File: config.mk
export PLATFORM = sky130hd
export DESIGN_NAME = multih_max_search
export DESIGN_NICKNAME = d
export VERILOG_FILES = /design/src/rtl/multih_max_search.sv
export SDC_FILE = /design/constraint.sdc
export NUM_CORES = 1
export LEC_CHECK = 0
export ABC_CLOCK_PERIOD_IN_PS = 4300
export BUFFER_PORTS_ARGS = -buffer_cell sky130_fd_sc_hd__buf_4
export CAP_MARGIN = 20
export CELL_PAD_IN_SITES_DETAIL_PLACEMENT = 0
export CELL_PAD_IN_SITES_GLOBAL_PLACEMENT = 1
export CORE_MARGIN = 5
export CORE_UTILIZATION = 47
export CTS_BUF_LIST = sky130_fd_sc_hd__clkbuf_16
export DETAILED_ROUTE_END_ITERATION = 10
export PLACE_DENSITY = 0.95
export SETUP_SLACK_MARGIN = 0.02
export SLEW_MARGIN = 25
export SYNTH_ARGS = -nofsm -noshare
export SYNTH_HDL_FRONTEND = slang
export SYNTH_SLANG_ARGS = --single-unit
File: constraint.sdc
create_clock -name clk -period 4.3 [get_ports clk]
set_input_delay 0.86 -clock clk [delete_from_list [all_inputs] [get_ports clk]]
set_output_delay 0.86 -clock clk [all_outputs]
set_load 0.05 [all_outputs]
File: src/rtl/multih_max_search.sv
`default_nettype none
// ============================================================================
// Module   : multih_max_search
// Brief    : Multi-beat signed max/argmax search for the multi-h trellis.
//            NUM_IN metrics per beat are reduced by a compare tree, then
//            accumulated across 1..BEATS beats. Reports the winning metric
//            and its global state index.
// Revision : 1.0 - initial release
// ============================================================================
module multih_max_search #(
    parameter int SIZE         = 10,
    parameter int NUM_IN       = 4,
    parameter int BEATS        = 16,
    parameter int IDX_W        = 6,
    parameter int INDEX_OFFSET = 0
) (
    input  logic                   clk,
    input  logic                   reset,
    input  logic                   in_valid,
    input  logic                   in_first,
    input  logic                   in_last,
    input  logic [NUM_IN*SIZE-1:0] data,
    output logic                   out_valid,
    output logic [SIZE-1:0]        max_val,
    output logic [IDX_W-1:0]       max_index,
    output logic                   seq_err
);

    localparam int              c_LW        = $clog2(NUM_IN);
    localparam int              c_BW        = (BEATS > 1) ? $clog2(BEATS) : 1;
    localparam int              c_NODES     = 2 * NUM_IN;
    localparam logic [c_BW:0]   c_CNT_FULL  = (c_BW + 1)'(BEATS);
    localparam logic [c_BW:0]   c_CNT_ONE   = (c_BW + 1)'(1);
    localparam logic [c_BW-1:0] c_BEAT_LAST = c_BW'(BEATS - 1);

    typedef enum logic [0:0] {
        ST_IDLE  = 1'b0,
        ST_ACCUM = 1'b1
    } state_t;

    state_t                 r_state;
    logic [c_BW:0]          r_cnt;      // beats accepted so far, saturates at BEATS

    logic                   r_s1_valid;
    logic                   r_s1_first;
    logic                   r_s1_last;
    logic signed [SIZE-1:0] r_s1_val;
    logic [c_LW-1:0]        r_s1_lane;
    logic [c_BW-1:0]        r_s1_beat;

    logic signed [SIZE-1:0] r_acc_val;
    logic [c_LW-1:0]        r_acc_lane;
    logic [c_BW-1:0]        r_acc_beat;

    // ------------------------------------------------------------------------
    // Beat reduce tree, heap-ordered: node i combines nodes 2i (lower lanes)
    // and 2i+1 (higher lanes). Leaves sit at NUM_IN..2*NUM_IN-1, root at 1.
    // The right child wins only when strictly greater, so ties keep the
    // lower lane.
    // ------------------------------------------------------------------------
    logic signed [SIZE-1:0] w_node_val [1:c_NODES-1];
    logic [c_LW-1:0]        w_node_idx [1:c_NODES-1];

    genvar g;
    generate
        for (g = 0; g < NUM_IN; g++) begin : g_leaf
            assign w_node_val[NUM_IN+g] = $signed(data[g*SIZE +: SIZE]);
            assign w_node_idx[NUM_IN+g] = c_LW'(g);
        end
        for (g = 1; g < NUM_IN; g++) begin : g_node
            logic w_take_right;
            assign w_take_right  = w_node_val[2*g+1] > w_node_val[2*g];
            assign w_node_val[g] = w_take_right ? w_node_val[2*g+1] : w_node_val[2*g];
            assign w_node_idx[g] = w_take_right ? w_node_idx[2*g+1] : w_node_idx[2*g];
        end
    endgenerate

    // Beat acceptance, beat numbering (clamped on overflow) and overflow flag
    logic            w_accept;
    logic            w_ovf;
    logic [c_BW-1:0] w_beat;
    always_comb begin
        w_accept = in_valid && (in_first || (r_state == ST_ACCUM));
        w_ovf    = in_valid && !in_first && !in_last &&
                   (r_state == ST_ACCUM) && (r_cnt == c_CNT_FULL);
        if (in_first) begin
            w_beat = '0;
        end else if (r_cnt >= c_CNT_FULL) begin
            w_beat = c_BEAT_LAST;
        end else begin
            w_beat = r_cnt[c_BW-1:0];
        end
    end

    // Framing FSM: search state, beat counter and framing-error pulse
    always_ff @(posedge clk or posedge reset) begin
        if (reset) begin
            r_state <= ST_IDLE;
            r_cnt   <= '0;
            seq_err <= 1'b0;
        end else begin
            seq_err <= 1'b0;
            if (in_valid) begin
                if (in_first) begin
                    // A first beat while accumulating abandons the old search
                    seq_err <= (r_state == ST_ACCUM);
                    r_cnt   <= c_CNT_ONE;
                    r_state <= in_last ? ST_IDLE : ST_ACCUM;
                end else if (r_state == ST_IDLE) begin
                    seq_err <= 1'b1;
                end else begin
                    seq_err <= w_ovf;
                    if (r_cnt != c_CNT_FULL) begin
                        r_cnt <= r_cnt + c_CNT_ONE;
                    end
                    if (in_last) begin
                        r_state <= ST_IDLE;
                    end
                end
            end
        end
    end

    // Stage 1: register the beat winner with its tags
    always_ff @(posedge clk or posedge reset) begin
        if (reset) begin
            r_s1_valid <= 1'b0;
            r_s1_first <= 1'b0;
            r_s1_last  <= 1'b0;
            r_s1_val   <= '0;
            r_s1_lane  <= '0;
            r_s1_beat  <= '0;
        end else begin
            r_s1_valid <= w_accept;
            if (in_valid) begin
                r_s1_first <= in_first;
                r_s1_last  <= in_last;
                r_s1_val   <= w_node_val[1];
                r_s1_lane  <= w_node_idx[1];
                r_s1_beat  <= w_beat;
            end
        end
    end

    // Stage 2 candidate: first beat loads, later beats must be strictly greater
    logic                   w_s2_take;
    logic signed [SIZE-1:0] w_new_val;
    logic [c_LW-1:0]        w_new_lane;
    logic [c_BW-1:0]        w_new_beat;
    logic [IDX_W-1:0]       w_new_idx;
    always_comb begin
        w_s2_take  = r_s1_first || (r_s1_val > r_acc_val);
        w_new_val  = w_s2_take ? r_s1_val  : r_acc_val;
        w_new_lane = w_s2_take ? r_s1_lane : r_acc_lane;
        w_new_beat = w_s2_take ? r_s1_beat : r_acc_beat;
        // NUM_IN is a power of two, so beat*NUM_IN + lane is a concatenation
        w_new_idx  = IDX_W'({w_new_beat, w_new_lane}) + IDX_W'(INDEX_OFFSET);
    end

    // Stage 2: accumulate across beats and publish on the last beat
    always_ff @(posedge clk or posedge reset) begin
        if (reset) begin
            r_acc_val  <= '0;
            r_acc_lane <= '0;
            r_acc_beat <= '0;
            out_valid  <= 1'b0;
            max_val    <= '0;
            max_index  <= '0;
        end else begin
            out_valid <= 1'b0;
            if (r_s1_valid) begin
                r_acc_val  <= w_new_val;
                r_acc_lane <= w_new_lane;
                r_acc_beat <= w_new_beat;
                if (r_s1_last) begin
                    out_valid <= 1'b1;
                    max_val   <= w_new_val;
                    max_index <= w_new_idx;
                end
            end
        end
    end

endmodule
`default_nettype wire
Word level (Yosys, flattened, before mapping). Index checks and enable logic that the tools add are counted.

Flip-flop bits (word level): 59. Bits of input ports: 45. Word-level logic and storage cells: 58.

Add/subtract/negate cells: 1. Order comparisons: 5. Equal/unequal tests: 2. Muxes and demuxes: 22. Reductions and logical operators: 13.

Operators with widths (count): > comparator 10 bit (4); two-way mux 10 bit (4); two-way mux 5 bit (3); two-way mux 4 bit (3); two-way mux 1 bit (10); adder 5 x 1 -> 5 bit, second input constant (1); equality test 5 bit, second input constant (1); greater-or-equal comparator 5 bit, second input constant (1); logical AND 1 bit (5); inequality test 5 bit, second input constant (1); two-way mux 2 bit (2); nonzero test 2 bit (2); AND reduction 3 bit (1); logical NOT 1 bit (2); logical OR 1 bit (2); AND reduction 2 bit (1).

Depth between registers and ports, before layout.
Depth in word-level cells: 8. Depth in mapped cells: 17. Gate-level depth less buffers: 15.

Least setup slack after synthesis. Ideal clock, no wire load.

Kind: input to register. Start point: in data[25]. End point: reg r_s1_lane[1]. Arrival time: 4161 ps. Path slack: -3 ps. Stages: 15. Cell sequence: inv_1 -> ha_1 -> a21oi_1 -> o21ai_0 -> a2111oi_0 -> mux2i_1 -> buf_6 -> mux2i_1 -> inv_1 -> ha_1 -> a21o_1 -> a2111o_1 -> o211ai_1 -> clkbuf_1 -> o21ai_0.

Longest elaborated chain between the ends: 4.

RTL lines: start, declared (RTL line 22) `input logic [NUM_IN*SIZE-1:0] data,`; > comparator 10 bit (RTL line 72) `assign w_take_right = w_node_val[2*g+1] > w_node_val[2*g];`; two-way mux 10 bit * (RTL line 73) `assign w_node_val[g] = w_take_right ? w_node_val[2*g+1] : w_node_val[2*g];`; > comparator 10 bit * (RTL line 72); two-way mux 2 bit * (RTL line 74) `assign w_node_idx[g] = w_take_right ? w_node_idx[2*g+1] : w_node_idx[2*g];`; end signal, assigned (RTL line 139) `r_s1_lane <= w_node_idx[1];`; end, declared (RTL line 48) `logic [c_LW-1:0] r_s1_lane;`.

Mark *: on every way between the ends. The rest lies on a longest branch, timed or not. A chain may end at the register's enable or synchronous reset.

Worst setup path after layout.
Start point: in data[23]. End point: reg r_s1_val[6].

Longest elaborated chain between the ends: 4.

RTL lines: > comparator 10 bit (RTL line 72); two-way mux 10 bit * (RTL line 73); > comparator 10 bit (RTL line 72); two-way mux 10 bit * (RTL line 73); end signal, assigned (RTL line 138) `r_s1_val <= w_node_val[1];`; end, declared (RTL line 47) `logic signed [SIZE-1:0] r_s1_val;`.

Marked as above.

==> impl_metrics.tcl <==
set metrics [dict create \
    total_leakage_power_nw 2.39 \
    syn-num-nets 505 \
    finalHoldViolations 0 \
    synthArstFlopShare_pct 100 \
    grt_pass1_vias 3098 \
    avgSynthCellArea_um2 9.41 \
    yosysTopAreaCell "dfrtp_1" \
    syn-instance-count 418 \
    ios 63 \
    die_w_um 101 \
    synth-edff-count 0 \
    synth_top_family_by_area "compound AO/OA/AOI/OAI gates" \
    synth_area_leaders "dfrtp_1 38%, ha_1 13%, mux2_2 5.2%, inv_1 4.9%, o21ai_0 4.5%" \
    clk_latency_ps 320 \
    synth_xor_xnor_area_share_pct 0.668 \
    rr_startpoint "r_s1_val[5]" \
    drt_iter0_markers 117 \
    post_cts_buffers 0 \
    ys_seq_elements 59 \
    gp_congestion 0.828 \
    critPathCaptureType "flop" \
    yosysMostFrequentCell "dfrtp_1" \
    worstPathRequired_ps 4530 \
    first_pass_iters 4 \
    power_density_nw_per_um2 568 \
    rsz0062_at_grt "no" \
    wl_per_cell_um 14.4 \
    crit_chain "buf_4, inv_1, ha_1, a21oi_2, o21ai_1, a2111oi_4, mux2i_1, buf_4, buf_12, mux2i_2, inv_1, ha_1, a21o_1, o21ai_0, a31oi_1, o211ai_1, buf_4, o21ai_0, o22ai_1" \
    worst_path_most_repeated_cell "buf_4" \
    via_per_inst 5.47 \
    area_growth_pct 26.6 \
    grt_pass1_wl_um 14500 \
    worst_slew_pin_slew_ps 789 \
    worstPathArrival_ps 4240 \
    cts_tree "done" \
    yosys.area_share.simple_pct 10.5 \
    criticalPathCategory "in2reg" \
    drive_gt1_share_pct 27.1 \
    yosysWarnings 0 \
    grt_overflow_total 0 \
    setup_viol 0 \
    grt_max_degree 44 \
    synthFlopType "dfrtp_1" \
    grt_use_total_pct 17.7 \
    slowest_stage "ha_1" \
    port_buffers 62 \
    reg2reg_slack_ps 1340 \
    synth_compound_area_share_pct 22.3 \
    die_h_um 101 \
    core-area_um2 8180 \
    pre_cts_ws_ps -154 \
    drc 0 \
    slew_violations 0 \
    status "complete, no violations" \
    yosysSeqAreaShare_pct 37.5 \
    syn_area_um2 3930 \
    hold_class "in2async" \
    hold_ws_ps 492 \
    crit_path_end "r_s1_val[6]" \
    finClkSkew_ps 9.90 \
    crit_fanout 8 \
    fin_crit_sh_pct 93.1 \
    antenna_found_initial 0 \
    drtAntennaViolNets 0 \
    vias 3282 \
    dieArea_um2 10300 \
    vdd_drop_max_mv 0.233 \
    tns_ps 0 \
    layout.nets 579 \
    cts_buffers 9 \
    yosysUniqueCellTypes 46 \
    ys_top_cells_by_count "59 x dfrtp_1, 51 x inv_1, 42 x ha_1, 35 x o21ai_0, 32 x a21oi_1" \
    initial_core_util_pct 48.1 \
    worst_path_largest_cell_delay_ps 320 \
    synthAdderAreaFrac_pct 13.4 \
    r2r_cells 7 \
    htree_levels 3 \
    wl_um 8630 \
    diodes 0 \
    regToRegEndpoint "r_acc_val[4]" \
    std_cell_rows 33 \
    cts_sinks 59 \
    worstSetupStartpoint "data[23]" \
    muxShareOfSynthArea_pct 8.21 \
    hpwl_um 6980 \
    critPathLaunchType "input port" \
    drv_cap 0 \
    slew_headroom_pct 47.4 \
    post-route-min-period_ps 4000 \
    cts.path.max_buffers 2 \
    cts_root_buf "clkbuf_16" \
    setup_slack_ps 296 \
    max_freq_ghz 0.250 \
    path_clk_slew_ps 50 \
    netlist.area_leader.share_pct 37.5 \
]
## kinds of logic (layout without fill, tap and decap cells)
| kind of cell | count (synthesis) | after routing |
|---|---|---|
| xor+xnor | 3 | 3 |
| compound gates | 132 | 132 |
| mux | 30 | 30 |
| fa+ha+maj | 42 | 42 |
| flops | 59 | 59 |
| buf+inv | 73 | 150 |
| simple gates | 79 | 79 |
## final cells by class
class | count | area [µm²]
Clock buffer | 9 | 225
Multi-Input combinational cell | 286 | 2230
Tap cell | 105 | 131
Timing Repair Buffer | 84 | 653
Sequential cell | 59 | 1480
Fill cell | 689 | 3200
Clock inverter | 5 | 71.3
Inverter | 52 | 195
## worst min-delay path by stage
stage	to	slack (ps)	cells after the start
6_report	max_index[4]	490	2
5_1_grt	r_acc_beat[0]	510	1
4_1_cts	max_index[4]	490	2
3_5_place_dp	r_acc_val[3]	490	1
3_3_place_gp	seq_err	480	1
2_1_floorplan	seq_err	460	1
## layout by cell type, fill, tap and decap left out, drive strengths merged, types with 2 or more instances in the layout
master   n
mux2    18
a211oi   3
or3      9
nand2   11
and3     2
dfrtp   59
nand4    8
nand2b   2
buf     84
nor2    29
nand3b   7
and4     2
a21o     7
mux2i   12
o22ai   10
o211ai   2
clkinv   3
a31oi   17
nand3    3
bufinv   2
a21oi   32
clkbuf   9
a2111o   2
o21ai   36
a221oi  10
o31ai    5
inv     52
ha      42
xor2     3
and2     2
## registers in the layout, summed over array words and instances, names as in the netlist, 2 cells and up
| name | flops |
|---|---|
| r_acc_beat | 4 |
| r_acc_val | 10 |
| r_s1_val | 10 |
| r_s1_lane | 2 |
| r_cnt | 5 |
| max_val | 10 |
| r_s1_beat | 4 |
| max_index | 6 |
| r_acc_lane | 2 |
## routing by layer
metal	routed length, µm	global-route usage (%)
met3	487	4.75
met1	4020	23.1
met5	0	0
met2	4000	28.7
met4	121	5.83
## power by group
part           switching [W]  total [W]  internal [W]
registers           0.000149   0.000890      0.000741
clock network       0.000220   0.000712      0.000492
logic               0.000725    0.00123      0.000500
## per-stage QoR
| stage | power (W) | utilization (%) | instance area, µm² | instances |
|---|---|---|---|---|
| 3_5_place_dp | 0.00211 | 56.5 | 4620 | 585 |
| 6_report | 0.00283 | 60.9 | 4980 | 600 |
| 3_3_place_gp | 0.00205 | 56.5 | 4620 | 585 |
| 5_1_grt | 0.00302 | 60.9 | 4980 | 600 |
| 2_1_floorplan | 0.00174 | - | 3940 | 418 |
| 4_1_cts | 0.00283 | 60.1 | 4910 | 599 |
## critical path, delay by kind of cell
| family | cells | cell delay, ps |
|---|---|---|
| AO/OA/AOI/OAI | 9 | 1550 |
| adder cells (fa/ha/maj) | 2 | 640 |
| buffers and inverters | 6 | 720 |
| multiplexers | 2 | 450 |
## repair_timing
action                                  CTS  global route
endpoints found under the setup margin    0            12
hold buffers                              0             0
gates resized for setup                   0            13
endpoints found under the hold margin     0             0
(Power assumes the default switching activity.)
